## config.mk

```make
export PLATFORM = sky130hd
export DESIGN_NAME = fetch_queue
export DESIGN_NICKNAME = d
export VERILOG_FILES = /design/src/rtl/fetch_queue.sv
export SDC_FILE = /design/constraint.sdc
export NUM_CORES = 1
export LEC_CHECK = 0
export CAP_MARGIN = 5
export CORE_MARGIN = 2
export CORE_UTILIZATION = 59
export CTS_BUF_LIST = sky130_fd_sc_hd__clkbuf_4 sky130_fd_sc_hd__clkbuf_8
export CTS_CLUSTER_SIZE = 40
export DETAILED_ROUTE_END_ITERATION = 10
export DONT_BUFFER_PORTS = 1
export PLACE_DENSITY = 0.85
export SYNTH_ARGS = -nofsm -noshare
export SYNTH_HDL_FRONTEND = slang
export SYNTH_SLANG_ARGS = --single-unit
```

## constraint.sdc

```tcl
create_clock -name clk -period 7.9 [get_ports clk]
set_input_delay 1.975 -clock clk [delete_from_list [all_inputs] [get_ports clk]]
set_output_delay 1.975 -clock clk [all_outputs]
set_load 0.05 [all_outputs]
```

## src/rtl/fetch_queue.sv

```systemverilog
// rtl/fetch_queue.sv - rv32 instruction-fetch front end with prefetch FIFO
//
// Purpose: issues word fetches to instruction memory over a req/ack handshake,
// buffers {pc, instr} pairs in a DEPTH-entry FIFO and presents the head to
// decode. It honours the hazard stall and flushes on an execute redirect.
//
// Ports:
//   clk, rst           rising-edge clock, synchronous active-high reset
//   imem_req/addr      registered fetch request level and word address
//   imem_ack/rdata     transfer completion and returned instruction word
//   redirect/_pc       taken branch/jump and its target (low bits forced to 0)
//   stall              decode does not consume the head this cycle
//   instr_valid        FIFO head valid
//   instr_fetch, pc    head instruction (NOP when empty) and its PC (0 when empty)
//   pc_nxt             pc + 4
module fetch_queue #(
  parameter logic [31:0] RESET_PC = 32'h0000_0000,
  parameter int          DEPTH    = 4
) (
  input  logic        clk,
  input  logic        rst,
  output logic        imem_req,
  output logic [31:0] imem_addr,
  input  logic        imem_ack,
  input  logic [31:0] imem_rdata,
  input  logic        redirect,
  input  logic [31:0] redirect_pc,
  input  logic        stall,
  output logic        instr_valid,
  output logic [31:0] instr_fetch,
  output logic [31:0] pc,
  output logic [31:0] pc_nxt
);

  localparam int AW = $clog2(DEPTH);
  localparam int CW = AW + 1;
  localparam logic [31:0] NOP = 32'h0000_0013;

  typedef enum logic [1:0] {S_IDLE, S_REQ, S_FLUSH} state_e;

  state_e          state_q, state_d;
  logic [31:0]     fetch_pc_q, fetch_pc_d;
  logic [31:0]     addr_q, addr_d;
  logic            req_q, req_d;
  logic [CW-1:0]   count_q, count_d;
  logic [AW-1:0]   rd_q, rd_d, wr_q, wr_d;
  logic [31:0]     pc_mem  [DEPTH];
  logic [31:0]     ins_mem [DEPTH];

  logic            acked, enq, deq, credit, new_req;
  logic [31:0]     target;

  assign instr_valid = (count_q != '0);
  assign instr_fetch = instr_valid ? ins_mem[rd_q] : NOP;
  assign pc          = instr_valid ? pc_mem[rd_q] : 32'h0;
  assign pc_nxt      = pc + 32'd4;
  assign imem_req    = req_q;
  assign imem_addr   = addr_q;

  always_comb begin
    target   = redirect_pc & ~32'h3;
    acked    = req_q & imem_ack;
    // Data returned while in FLUSH belongs to the pre-redirect stream.
    enq      = (state_q == S_REQ) & acked & ~redirect;
    deq      = instr_valid & ~stall & ~redirect;
    count_d  = redirect ? '0 : (count_q + CW'(enq) - CW'(deq));
    rd_d     = redirect ? '0 : (rd_q + AW'(deq));
    wr_d     = redirect ? '0 : (wr_q + AW'(enq));
    // A request is only issued when the slot its data needs is guaranteed.
    credit   = (count_d < CW'(DEPTH));

    fetch_pc_d = fetch_pc_q;
    if (redirect)  fetch_pc_d = target;
    else if (enq)  fetch_pc_d = fetch_pc_q + 32'd4;

    state_d = state_q;
    if (redirect) begin
      // An un-acked request cannot be withdrawn, so wait it out in FLUSH.
      state_d = ((state_q == S_IDLE) || acked) ? S_REQ : S_FLUSH;
    end else begin
      case (state_q)
        S_IDLE:  state_d = credit ? S_REQ : S_IDLE;
        S_REQ:   state_d = acked ? (credit ? S_REQ : S_IDLE) : S_REQ;
        S_FLUSH: state_d = acked ? S_REQ : S_FLUSH;
        default: state_d = S_IDLE;
      endcase
    end

    // A fresh address is launched only when the previous request is done.
    new_req = (state_d == S_REQ) && ((state_q != S_REQ) || acked);
    addr_d  = new_req ? fetch_pc_d : addr_q;
    req_d   = (state_d != S_IDLE);
  end

  always_ff @(posedge clk) begin
    if (rst) begin
      state_q    <= S_IDLE;
      fetch_pc_q <= RESET_PC;
      addr_q     <= RESET_PC;
      req_q      <= 1'b0;
      count_q    <= '0;
      rd_q       <= '0;
      wr_q       <= '0;
    end else begin
      state_q    <= state_d;
      fetch_pc_q <= fetch_pc_d;
      addr_q     <= addr_d;
      req_q      <= req_d;
      count_q    <= count_d;
      rd_q       <= rd_d;
      wr_q       <= wr_d;
    end
  end

  // Storage needs no reset: entries are only observed while count is nonzero.
  always_ff @(posedge clk) begin
    if (!rst && enq) begin
      pc_mem[wr_q]  <= fetch_pc_q;
      ins_mem[wr_q] <= imem_rdata;
    end
  end

endmodule

```

Word level (Yosys, flattened, before mapping) --
Memories as Yosys holds them, arrays and structs flattened. A register that Yosys moved wholly into a read port is not among the register bits. Index checks and enable logic that the tools add are counted. Widths: inputs -> output; s select.
Storage, ports and cells: flip-flop bits (word level) 74, RAM bits 256, bits of input ports 69, output and inout port bits 130, logic and storage cells 51, memories kept 2
Operators by class: $add $sub $neg 6, $lt $le $gt $ge 1, eq/ne operators 4, mux-type cells 15, bitwise logic cells 7, reduce and logical (&&, ||, !) cells 9
Memory list:
- ins_mem | words 4, width 32, read ports 1, clocked after Yosys merged registers in 1, wr ports 1, RTL line 48 | logic [31:0] ins_mem [DEPTH];
- pc_mem | words 4, width 32, read ports 1, clocked after Yosys merged registers in 1, wr ports 1, RTL line 47 | logic [31:0] pc_mem [DEPTH];
Operators by type and width (count):
- $mux 32 | 4
- $add 32x3->32 const B | 2
- $mux 2 | 5
- $pmux 2 s3 | 1
- $and 1x1->1 | 5
- $add 2x1->2 | 2
- $eq 2x1->1 const B | 2
- $mux 1 | 4
- $add 3x1->3 | 1
- $lt 3x3->1 const B | 1
- $mux 3 | 1
- $reduce_bool 3->1 | 1
- $sub 3x1->3 | 1
- $eq 2x2->1 const B | 1
- $logic_and 1x1->1 | 2
- $logic_not 2->1 | 1
- $logic_or 1x1->1 | 2
- $ne 2x1->1 const B | 1
- $not 1->1 | 2
- $reduce_bool 2->1 | 1
- $reduce_or 2->1 | 1
- $logic_not 1->1 | 1

Longest topological paths before layout --
Gate-level depths: netlist of the first run.
word-level depth 13, depth in mapped cells 14, mapped depth without buffers 12

Worst setup path before layout of the first run --
Ideal clock, no wire load.
path type input-to-reg, start in redirect, end mem ins_mem[0][0] (enable), library setup time 0.565 ns, data arrival time 7.075 ns, required time 7.335 ns, slack 0.259 ns, cell stages on the path 5, path through clkbuf_1 clkbuf_1 nor2_1 nand2_1 nor3_1
Between the ends: word-level cells in the longest chain between the ends 5
RTL lines:
- start: declaration | RTL line 26 | input logic redirect,
- $not 1->1 | RTL line 64 | enq = (state_q == S_REQ) & acked & ~redirect;
- $and 1x1->1 | RTL line 64
- $logic_and 1x1->1 | RTL line 117 | if (!rst && enq) begin
- $mux 1 | RTL line 117
- $mux 1 (implied by the code) | RTL line 119 | ins_mem[wr_q] <= imem_rdata;
- end: declaration | RTL line 48
Every way passes these cells.

==> run summary, run 1 <==
Most common cell on crit path: buf_4
Die height: 157 µm
Hold Path Class: reg -> reg
RSZ-0062 raised after global routing: false
Post-synth top flop: edfxtp_1
VDD IR max: 0.226 mV
Slew @ Worst Pin: 1.16 ns
Row Count: 56
Total GRT Usage: 0.232
Filler Cells Inserted: 1,668
Core area: 23,300 µm²
Critical path type: reg -> out
Post-synthesis sequential area ratio: 0.660
Worst Hold Launch: fetch_pc_q[0]
Port-buffer cells: 0
Max incr delay on CP: 0.92 ns
Sink Count: 330
Number of global-route vias before repair: 8,076
Minimum clock period: 6.50 ns
Die width: 157 µm
Async SR Flop Fraction: 0
CTS Root Cell: clkbuf_8
Hold-fix buffers, CTS: 0
Largest net degree at the start of global routing: 69
CTS Buffer Depth: 3
Total power: 0.00348 W
Pre-CTS setup slack: 1.92 ns
First-pass GRT wire length: 43,600 µm
Final setup vio count: 0
Top cell type's share of synthesized area: 0.553
Crit path launch: rd_q[0]
Global placer's final weighted congestion: 0.833
I/O Pins: 199
Post-synth net total: 990
Iteration-0 DRC Markers: 513
Status: complete, no violations
Via count: 7,805
Fin Clk Skew: 0.0309 ns
# Post-CTS Setup Buffers: 0
Share of cells above drive strength 1: 0.183
CTS buffer count: 51
Crit-path max FO: 47
CP required: 5.93 ns
Crit-path cells: buf_4, nand2_1, a21oi_1, buf_4, ha_1, nand2_2, nor4b_4, nand3_1, xnor2_1
Top cells by instance count after synthesis: edfxtp_1 (256), dfxtp_1 (74), and2_1 (67)
Final setup margin: 1.40 ns
CTS tree: yes
Final hold violations: 0
Top post-synthesis cells by area: edfxtp_1 (55%), dfxtp_1 (11%), mux4_2 (7.8%), and2_1 (3.0%), mux4_1 (2.5%)
Initial antenna violation count: 1
CP Capture Type: output port
Latest clock arrival within the worst-skew pair: 0.58 ns
DRT antenna net count: 0
Initial Utilization: 0.596
Slowest cell on crit path: xnor2_1
Drt pass-1 iters: 5
YS warnings: 0
Worst-path clk slew: 0.06 ns
Post-CTS sizing: 0
DR WL/cell: 21.9 µm
Layout Area Growth over Synthesis: 9.97%
Maxcap violations: 0
Register bit count reported by yosys: 330
Leak: 5.16 nW
Final Instance Area: 15,300 µm²
Net count, final: 1,021
Post-synth EDFFs: 256
Crit share post-route: 0.822
Grt ovf: 0
Yosys cell types: 62
Dpl cell area: 14,300 µm²
Most frequent cell after synthesis: edfxtp_1
CP arrival: 4.52 ns
Slew Viols, Final: 0
Rel. slew slack: 0.224
# H-tree levels: 2
Post-DP HPWL: 18,000 µm
Launch point of the worst reg-to-reg path: imem_req
Post-synthesis cell count: 916
DRC: 0
Post-route setup TNS: 0 ns
Fmax: 154 MHz
Synth Cell Area: 13,900 µm²
Critical path launch point type: register
Via density: 5.97
Leading area contributor after synthesis: edfxtp_1
Synthesized area per cell: 15.2 µm²
Die area: 24,800 µm²
Final wirelength: 28,600 µm
P per Cell Area: 228 nW/µm²
-- report_power, final --
part,internal (W),switching (W),total [W]
Clock,0.000725,0.000644,0.00137
Combinational,0.0000401,0.0000699,0.000110
Sequential,0.00190,0.000104,0.00201
-- flip-flops by register name, summed over array words and instances (netlist names) --
| register | flops |
|---|---|
| rd_q | 2 |
| pc_mem | 128 |
| wr_q | 2 |
| count_q | 3 |
| fetch_pc_q | 32 |
| imem_addr | 32 |
| ins_mem | 128 |
| imem_req | 1 |
| state_q | 2 |
-- critical path: cells and delay by family, from the launching register on --
family	cells	cell delay, ns
XOR/XNOR	1	0.92
adder cells (fa/ha/maj)	1	0.27
AND/OR/NAND/NOR	4	0.85
AO/OA/AOI/OAI	1	0.17
flip-flops	1	0.89
buffers and inverters	2	0.84
-- final cells by class --
type	count	area (µm²)	share of cell area
antenna	1	2.50	0.000164
sequential	330	9180	0.600
inverter	17	71.3	0.00467
clock inverter	30	176	0.0115
clock buffer	63	823	0.0539
timing repair buffer	26	195	0.0128
multi-input combinational	521	4440	0.291
tap	319	399	0.0261
-- through the flow --
stage                      util  hold WS, ns  std cells
final                     0.655        0.497       1307
after global routing      0.655        0.511       1307
after CTS                 0.655        0.507       1306
after detailed placement  0.612        0.494       1213
after global placement    0.612        0.473       1213
after floorplan               -        0.452        916
-- final timing paths --
path / to / slack (ns) / cells past startpoint
worst max-delay path: pc_nxt[18] / 1.40 / 9
worst min-delay path: pc_mem[0][0] / 0.50 / 0
worst min register to register: pc_mem[0][0] / 0.50 / 0
worst max register to register: imem_addr[28] / 3.51 / 11
-- cell usage in the layout (no fill, tap or decap), types with 3 or more instances in the layout --
cell / Yosys / layout
xor2_1: 19 / 19
edfxtp_1: 256 / 256
clkinv_2: 0 / 8
nand2_1: 51 / 51
clkinv_1: 0 / 16
clkbuf_8: 0 / 56
o41ai_1: 8 / 8
o22ai_1: 7 / 7
o21a_1: 4 / 4
mux4_1: 13 / 13
o21ai_0: 8 / 8
nor2b_1: 10 / 10
nor2_1: 54 / 52
mux2_2: 5 / 5
inv_8: 1 / 3
nand2b_1: 4 / 4
nand3_1: 36 / 36
nor3_1: 26 / 23
dfxtp_1: 74 / 72
buf_4: 6 / 26
mux4_2: 48 / 48
or2_2: 6 / 6
mux2i_1: 17 / 17
o22a_1: 8 / 8
inv_1: 16 / 15
nor4_1: 3 / 3
ha_1: 4 / 4
and3_1: 12 / 12
and4_1: 5 / 5
nor3_2: 0 / 3
a21oi_1: 12 / 12
xnor2_1: 38 / 38
nand4_1: 19 / 19
o211ai_1: 3 / 3
a211oi_1: 4 / 3
clkbuf_4: 0 / 7
and2_1: 67 / 67
-- per-layer routing --
| layer | share of wire | global-route usage | up-vias |
|---|---|---|---|
| met4 | 0.018 | 0.0693 | 0 |
| li1 | - | - | 3571 |
| met1 | 0.40 | 0.289 | 3869 |
| met3 | 0.11 | 0.0876 | 46 |
| met2 | 0.48 | 0.381 | 319 |
| met5 | 0 | 0 | - |
-- cells by family after synthesis --
kind of cell / count (synthesis) / share of synthesized area
flip-flops: 330 / 0.660
AND/OR/NAND/NOR: 310 / 0.122
multiplexers: 83 / 0.119
AO/OA/AOI/OAI: 65 / 0.0339
buffers and inverters: 65 / 0.0233
XOR/XNOR: 58 / 0.0376
adder cells (fa/ha/maj): 5 / 0.00504
Power figures use the tool's default switching activity.
==> run 2: changes to the inputs <==
--- a/config.mk
+++ b/config.mk
@@ -12,7 +12,7 @@
 export CTS_CLUSTER_SIZE = 40
 export DETAILED_ROUTE_END_ITERATION = 10
 export DONT_BUFFER_PORTS = 1
-export PLACE_DENSITY = 0.85
+export PLACE_DENSITY = 0.82
 export SYNTH_ARGS = -nofsm -noshare
 export SYNTH_HDL_FRONTEND = slang
 export SYNTH_SLANG_ARGS = --single-unit
==> constraint.sdc (replaced) <==
create_clock -name clk -period 6.02 [get_ports clk]
set_input_delay 1.505 -clock clk [delete_from_list [all_inputs] [get_ports clk]]
set_output_delay 1.505 -clock clk [all_outputs]
set_load 0.05 [all_outputs]
==> run 2 against run 1 <==
Against the previous run:
- clock power grew 36%
- worst hold slack gained 0.0058 ns
- sequential share of layout area shrank 0.72 points
==> run summary, run 2 (synthesized netlist as in run 1, its figures left out) <==
Status: complete, no violations
First-pass GRT wire length: 43,700 µm (+0.32%)
Leading cell type in the layout, fill and taps excluded: edfxtp_1
Core area: 23,300 µm² (unchanged)
Maxcap violations: 0 (unchanged)
Critical path type: reg -> out
Final hold violations: 0 (unchanged)
Die area: 24,800 µm² (unchanged)
Multi-input logic area: 4440 µm² (unchanged)
Placed Cells: 1,231 (+1.5%)
Slew Viols, Final: 0 (unchanged)
Largest net degree at the start of global routing: 69 (unchanged)
DR WL/cell: 21.6 µm (-1.1%)
# Post-CTS Setup Buffers: 0 (unchanged)
CTS tree: yes
Crit share post-route: 0.882
Pint: 0.00361 W (+35%)
Layout Area Growth over Synthesis: 11.3%
Final wirelength: 28,600 µm (about the same)
Fmax: 188 MHz
Worst path buffer plus inverter count: 1 (-1)
Net count, final: 1,038 (+1.7%)
Most frequent cells in the layout: edfxtp_1 (256), dfxtp_1 (72), and2_1 (67)
Initial antenna violation count: 1 (unchanged)
DRT antenna net count: 0 (unchanged)
Hold Path Class: reg -> reg
Iteration-0 DRC Markers: 479 (-6.6%)
Drt pass-1 iters: 5 (unchanged)
Die width: 157 µm (unchanged)
Post-DP HPWL: 18,500 µm (+3.1%)
Clock Power Share: 0.403 (+0.010)
Sw Ratio: 0.224 (-0.0110)
Filler Cells Inserted: 1,617 (-3.1%)
Rel. slew slack: 0.349 (+0.125)
Number of global-route vias before repair: 7,936 (-1.7%)
Final setup vio count: 0 (unchanged)
CTS Root Cell: clkbuf_8
Minimum clock period: 5.31 ns
Top flop regs: ins_mem x128, pc_mem x128
Storage cell area: 9180 µm² (unchanged)
Worst-path clk slew: 0.06 ns (about the same)
Slowest cell on crit path: dfxtp_4
Sw power: 0.00104 W (+27%)
# H-tree levels: 2 (unchanged)
Share of cells above drive strength 1: 0.203 (+0.0192)
Combinational fraction of design power: 0.031 (about the same)
CP arrival: 3.80 ns (-0.72 ns)
Via count: 7,783 (-0.28%)
DRC: 0 (unchanged)
Die height: 157 µm (unchanged)
CTS Buffer Depth: 3 (unchanged)
CTS buffer count: 50 (-2.0%)
Global placer's final weighted congestion: 0.845 (+1.4%)
Fin Clk Skew: 0.0252 ns (-0.00572 ns)
Leak: 5.29 nW (+2.4%)
Crit-path cells: mux4_1, and2_1, and3_1, nand4_1, nor3_1, xor2_1, buf_4
VDD IR max: 0.287 mV (+27%)
Total GRT Usage: 0.232 (about the same)
Initial Utilization: 0.596 (unchanged)
Crit-path max FO: 48 (+2.1%)
Hold-fix buffers, CTS: 0 (unchanged)
P per Cell Area: 301 nW/µm² (+32%)
Row Count: 56 (unchanged)
I/O Pins: 199 (unchanged)
Critical path launch point type: register
Slew @ Worst Pin: 0.976 ns (-0.179 ns)
Max incr delay on CP: 0.92 ns (about the same)
Final core occ: 0.663 (+0.00794)
CP required: 4.51 ns (-1.42 ns)
Latest clock arrival within the worst-skew pair: 0.57 ns (about the same)
Post-route setup TNS: 0 ns (unchanged)
CP Capture Type: output port
Post-CTS sizing: 0 (unchanged)
Non-Filler Instances: 1,322 (+1.1%)
Via density: 5.89 (-1.4%)
Grt ovf: 0 (unchanged)
Sink Count: 330 (unchanged)
Crit-path leading delay family: simple AND/OR/NAND/NOR gates
Port-buffer cells: 0 (unchanged)
Sequential share of power: 0.566 (-0.010)
RSZ-0062 raised after global routing: false
run 2: power groups by stage:
stage	Combinational (W)	Clock, W	Sequential, W
finish	0.000146	0.00187	0.00263
global route	0.000160	0.00202	0.00264
CTS	0.000147	0.00192	0.00263
detailed placement	0.000145	0	0.00268
global placement	0.000143	0	0.00268
floorplan	0.000130	0	0.00266
run 2: final timing paths:
check                              startpoint       endpoint  slack, ns  cells after the start
worst max-delay path                  rd_q[0]     pc_nxt[21]       0.71                      7
worst min-delay path            fetch_pc_q[0]   pc_mem[2][0]       0.50                      0
worst max register to register       imem_req  imem_addr[28]       1.95                     10
worst min register to register  fetch_pc_q[0]   pc_mem[2][0]       0.50                      0
run 2: area by class of cell:
cell class | count | share of cell area
flip-flops and latches | 330 | 0.593
multi-input cells | 521 | 0.287
clock buffers | 73 | 0.0593
well taps | 319 | 0.0258
repair buffers | 44 | 0.0214
clock inverters | 17 | 0.00857
inverters | 17 | 0.00461
diodes | 1 | 0.000162
run 2: worst register-to-register path: cells and delay by family, from the launching register on:
kind                       cells  cell delay [ns]
xor gates and xnor gates       1             0.25
DFF                            1             0.70
and+or+nand+nor                3             0.91
AOI/OAI and AO/OA              4             1.52
adders and majority gates      2             0.58
run 2: metal layers:
metal	vias to the layer above	GRT usage	share of wire
met3	36	0.0743	0.098
met5	-	0	0
li1	3613	-	-
met4	0	0.0732	0.018
met1	3855	0.303	0.40
met2	279	0.373	0.48
run 2: per-stage QoR:
stage / hold WS [ns] / setup slack, ns / total power [W] / cell area [µm²]
detailed placement: 0.491 / 1.27 / 0.00282 / 14400
floorplan: 0.452 / -1.15 / 0.00279 / 13900
global placement: 0.471 / 1.27 / 0.00282 / 14400
global route: 0.531 / 0.429 / 0.00481 / 15500
finish: 0.503 / 0.712 / 0.00465 / 15500
CTS: 0.503 / 0.650 / 0.00470 / 15500
==> run 3: changes to the inputs <==
--- a/config.mk
+++ b/config.mk
@@ -12,6 +12,7 @@
 export CTS_CLUSTER_SIZE = 40
 export DETAILED_ROUTE_END_ITERATION = 10
 export DONT_BUFFER_PORTS = 1
+export MAX_ROUTING_LAYER = met4
 export PLACE_DENSITY = 0.82
 export SYNTH_ARGS = -nofsm -noshare
 export SYNTH_HDL_FRONTEND = slang
==> run 3 against run 2 <==
Against the previous run:
- wire length about the same
- worst hold slack unchanged
- largest power group unchanged
- worst setup slack better by 0.012 ns
- critical endpoint unchanged
- clock power about the same
==> run summary, run 3 (synthesized netlist as in run 1, its figures left out) <==
Final setup margin: 0.724 ns (+0.0122 ns)
Via density: 5.88 (-0.10%)
Net count, final: 1,038 (unchanged)
# Post-CTS Setup Buffers: 0 (unchanged)
Final wirelength: 28,600 µm (about the same)
Slew Viols, Final: 0 (unchanged)
Crit share post-route: 0.880 (-0.00203)
Initial antenna violation count: 1 (unchanged)
Sink Count: 330 (unchanged)
Global placer's final weighted congestion: 0.860 (+1.7%)
Tightest hold margin: 0.503 ns (unchanged)
P per Cell Area: 301 nW/µm² (about the same)
Grt ovf: 0 (unchanged)
First-pass GRT wire length: 43,700 µm (about the same)
Port-buffer cells: 0 (unchanged)
Post-CTS sizing: 0 (unchanged)
Top flop regs: ins_mem x128, pc_mem x128
I/O Pins: 199 (unchanged)
CTS tree: yes
R2R setup slack: 1.93 ns (-0.02 ns)
Layout Area Growth over Synthesis: 11.3% (unchanged)
Post-DP HPWL: 18,500 µm (unchanged)
Crit-path max FO: 48 (unchanged)
Die height: 157 µm (unchanged)
Hold Path Class: reg -> reg
Row Count: 56 (unchanged)
Hold depth: 0 (unchanged)
DRC: 0 (unchanged)
Worst-path clk slew: 0.06 ns (about the same)
Drt pass-1 iters: 5 (unchanged)
Fin Clk Skew: 0.0233 ns (-0.00183 ns)
CP arrival: 3.79 ns (about the same)
Iteration-0 DRC Markers: 522 (+9.0%)
Minimum clock period: 5.30 ns (-0.0122 ns)
Leak: 5.29 nW (unchanged)
DRT antenna net count: 0 (unchanged)
Hold-fix buffers, CTS: 0 (unchanged)
Status: complete, no violations
Share of cells above drive strength 1: 0.203 (unchanged)
Critical path type: reg -> out
CTS Root Cell: clkbuf_8
CP Capture Type: output port
Final setup vio count: 0 (unchanged)
Latest clock arrival within the worst-skew pair: 0.57 ns (about the same)
Max incr delay on CP: 0.92 ns (about the same)
Fmax: 189 MHz (+0.23%)
Slew @ Worst Pin: 0.984 ns (+0.00721 ns)
CTS buffer count: 50 (unchanged)
Die area: 24,800 µm² (unchanged)
R2R cell count: 10 (unchanged)
Worst Hold Launch: fetch_pc_q[0]
Final core occ: 0.663 (unchanged)
DR WL/cell: 21.7 µm (about the same)
Reg-to-Reg End: imem_addr[28]
Final hold violations: 0 (unchanged)
Launch point of the worst reg-to-reg path: imem_req
Leading cell type in the layout, fill and taps excluded: edfxtp_1
Most frequent cells in the layout: edfxtp_1 (256), dfxtp_1 (72), and2_1 (67)
RSZ-0062 raised after global routing: false
CTS Buffer Depth: 3 (unchanged)
Die width: 157 µm (unchanged)
Via count: 7,775 (-0.10%)
Largest net degree at the start of global routing: 69 (unchanged)
# H-tree levels: 2 (unchanged)
Critical path launch point type: register
Filler Cells Inserted: 1,617 (unchanged)
Hold worst-path end: pc_mem[2][0]
Rel. slew slack: 0.344 (-0.00481)
Total GRT Usage: 0.239 (+0.00726)
Maxcap violations: 0 (unchanged)
Number of global-route vias before repair: 7,921 (-0.19%)
Crit-path cells: mux4_1, and2_1, and3_1, nand4_1, nor3_1, xor2_1, buf_4
Core area: 23,300 µm² (unchanged)
VDD IR max: 0.287 mV (+0.15%)
Pre-CTS setup slack: 1.27 ns (unchanged)
Slowest cell on crit path: dfxtp_4
CP required: 4.51 ns (about the same)
Initial Utilization: 0.596 (unchanged)
[run 3: cell counts in the layout (fill, tap and decap cells not counted)]
No cell type changed its count.
[run 3: critical path, delay by kind of cell, from the launching register on]
kind                      cells  cell delay [ns]
and+or+nand+nor               4             1.39
DFF                           1             0.92
muxes                         1             0.49
buffers and inverters         1             0.21
xor gates and xnor gates      1             0.18
[run 3: per-layer routing]
layer | wire length (µm) | global-route usage | part of all wire | vias up
met5 | 0 | - | 0 | -
met4 | 488 | 0.0667 | 0.017 | 0
met1 | 11600 | 0.306 | 0.41 | 3831
met2 | 13700 | 0.373 | 0.48 | 299
li1 | - | - | - | 3607
met3 | 2830 | 0.0763 | 0.099 | 38
[run 3: cell type report]
type / instances / area (µm²) / share of cell area
antenna: 1 / 2.50 / 0.000162
clock buffer: 73 / 917 / 0.0593
clock inverter: 17 / 133 / 0.00857
inverter: 17 / 71.3 / 0.00461
multi-input combinational: 521 / 4440 / 0.287
sequential: 330 / 9180 / 0.593
tap: 319 / 399 / 0.0258
timing repair buffer: 44 / 330 / 0.0214
[run 3: metrics by stage]
step,area (µm²),power [W],setup TNS [ns],instances
finish,15500,0.00465,0,1322
floorplan,13900,0.00279,-147.25,916
global placement,14400,0.00282,0,1231
detailed placement,14400,0.00282,0,1231
global route,15500,0.00482,0,1322
CTS,15500,0.00470,0,1321
[run 3: worst max path at each step]
stage                         from       endpoint  slack, ns  depth (start not counted)
final                      rd_q[0]     pc_nxt[21]       0.72                          7
after global routing       rd_q[0]     pc_nxt[28]       0.43                         12
after CTS                  rd_q[0]     pc_nxt[26]       0.65                         12
after detailed placement   rd_q[0]     pc_nxt[26]       1.27                         12
after global placement     rd_q[0]     pc_nxt[23]       1.27                          7
after floorplan           redirect  ins_mem[0][0]      -1.15                          5
[run 3: power breakdown]
group / internal, W / switching [W] / total [W]
clock: 0.00106 / 0.000814 / 0.00188
sequential: 0.00250 / 0.000138 / 0.00263
combinational: 0.0000541 / 0.0000921 / 0.000146
total: 0.00361 / 0.00104 / 0.00465
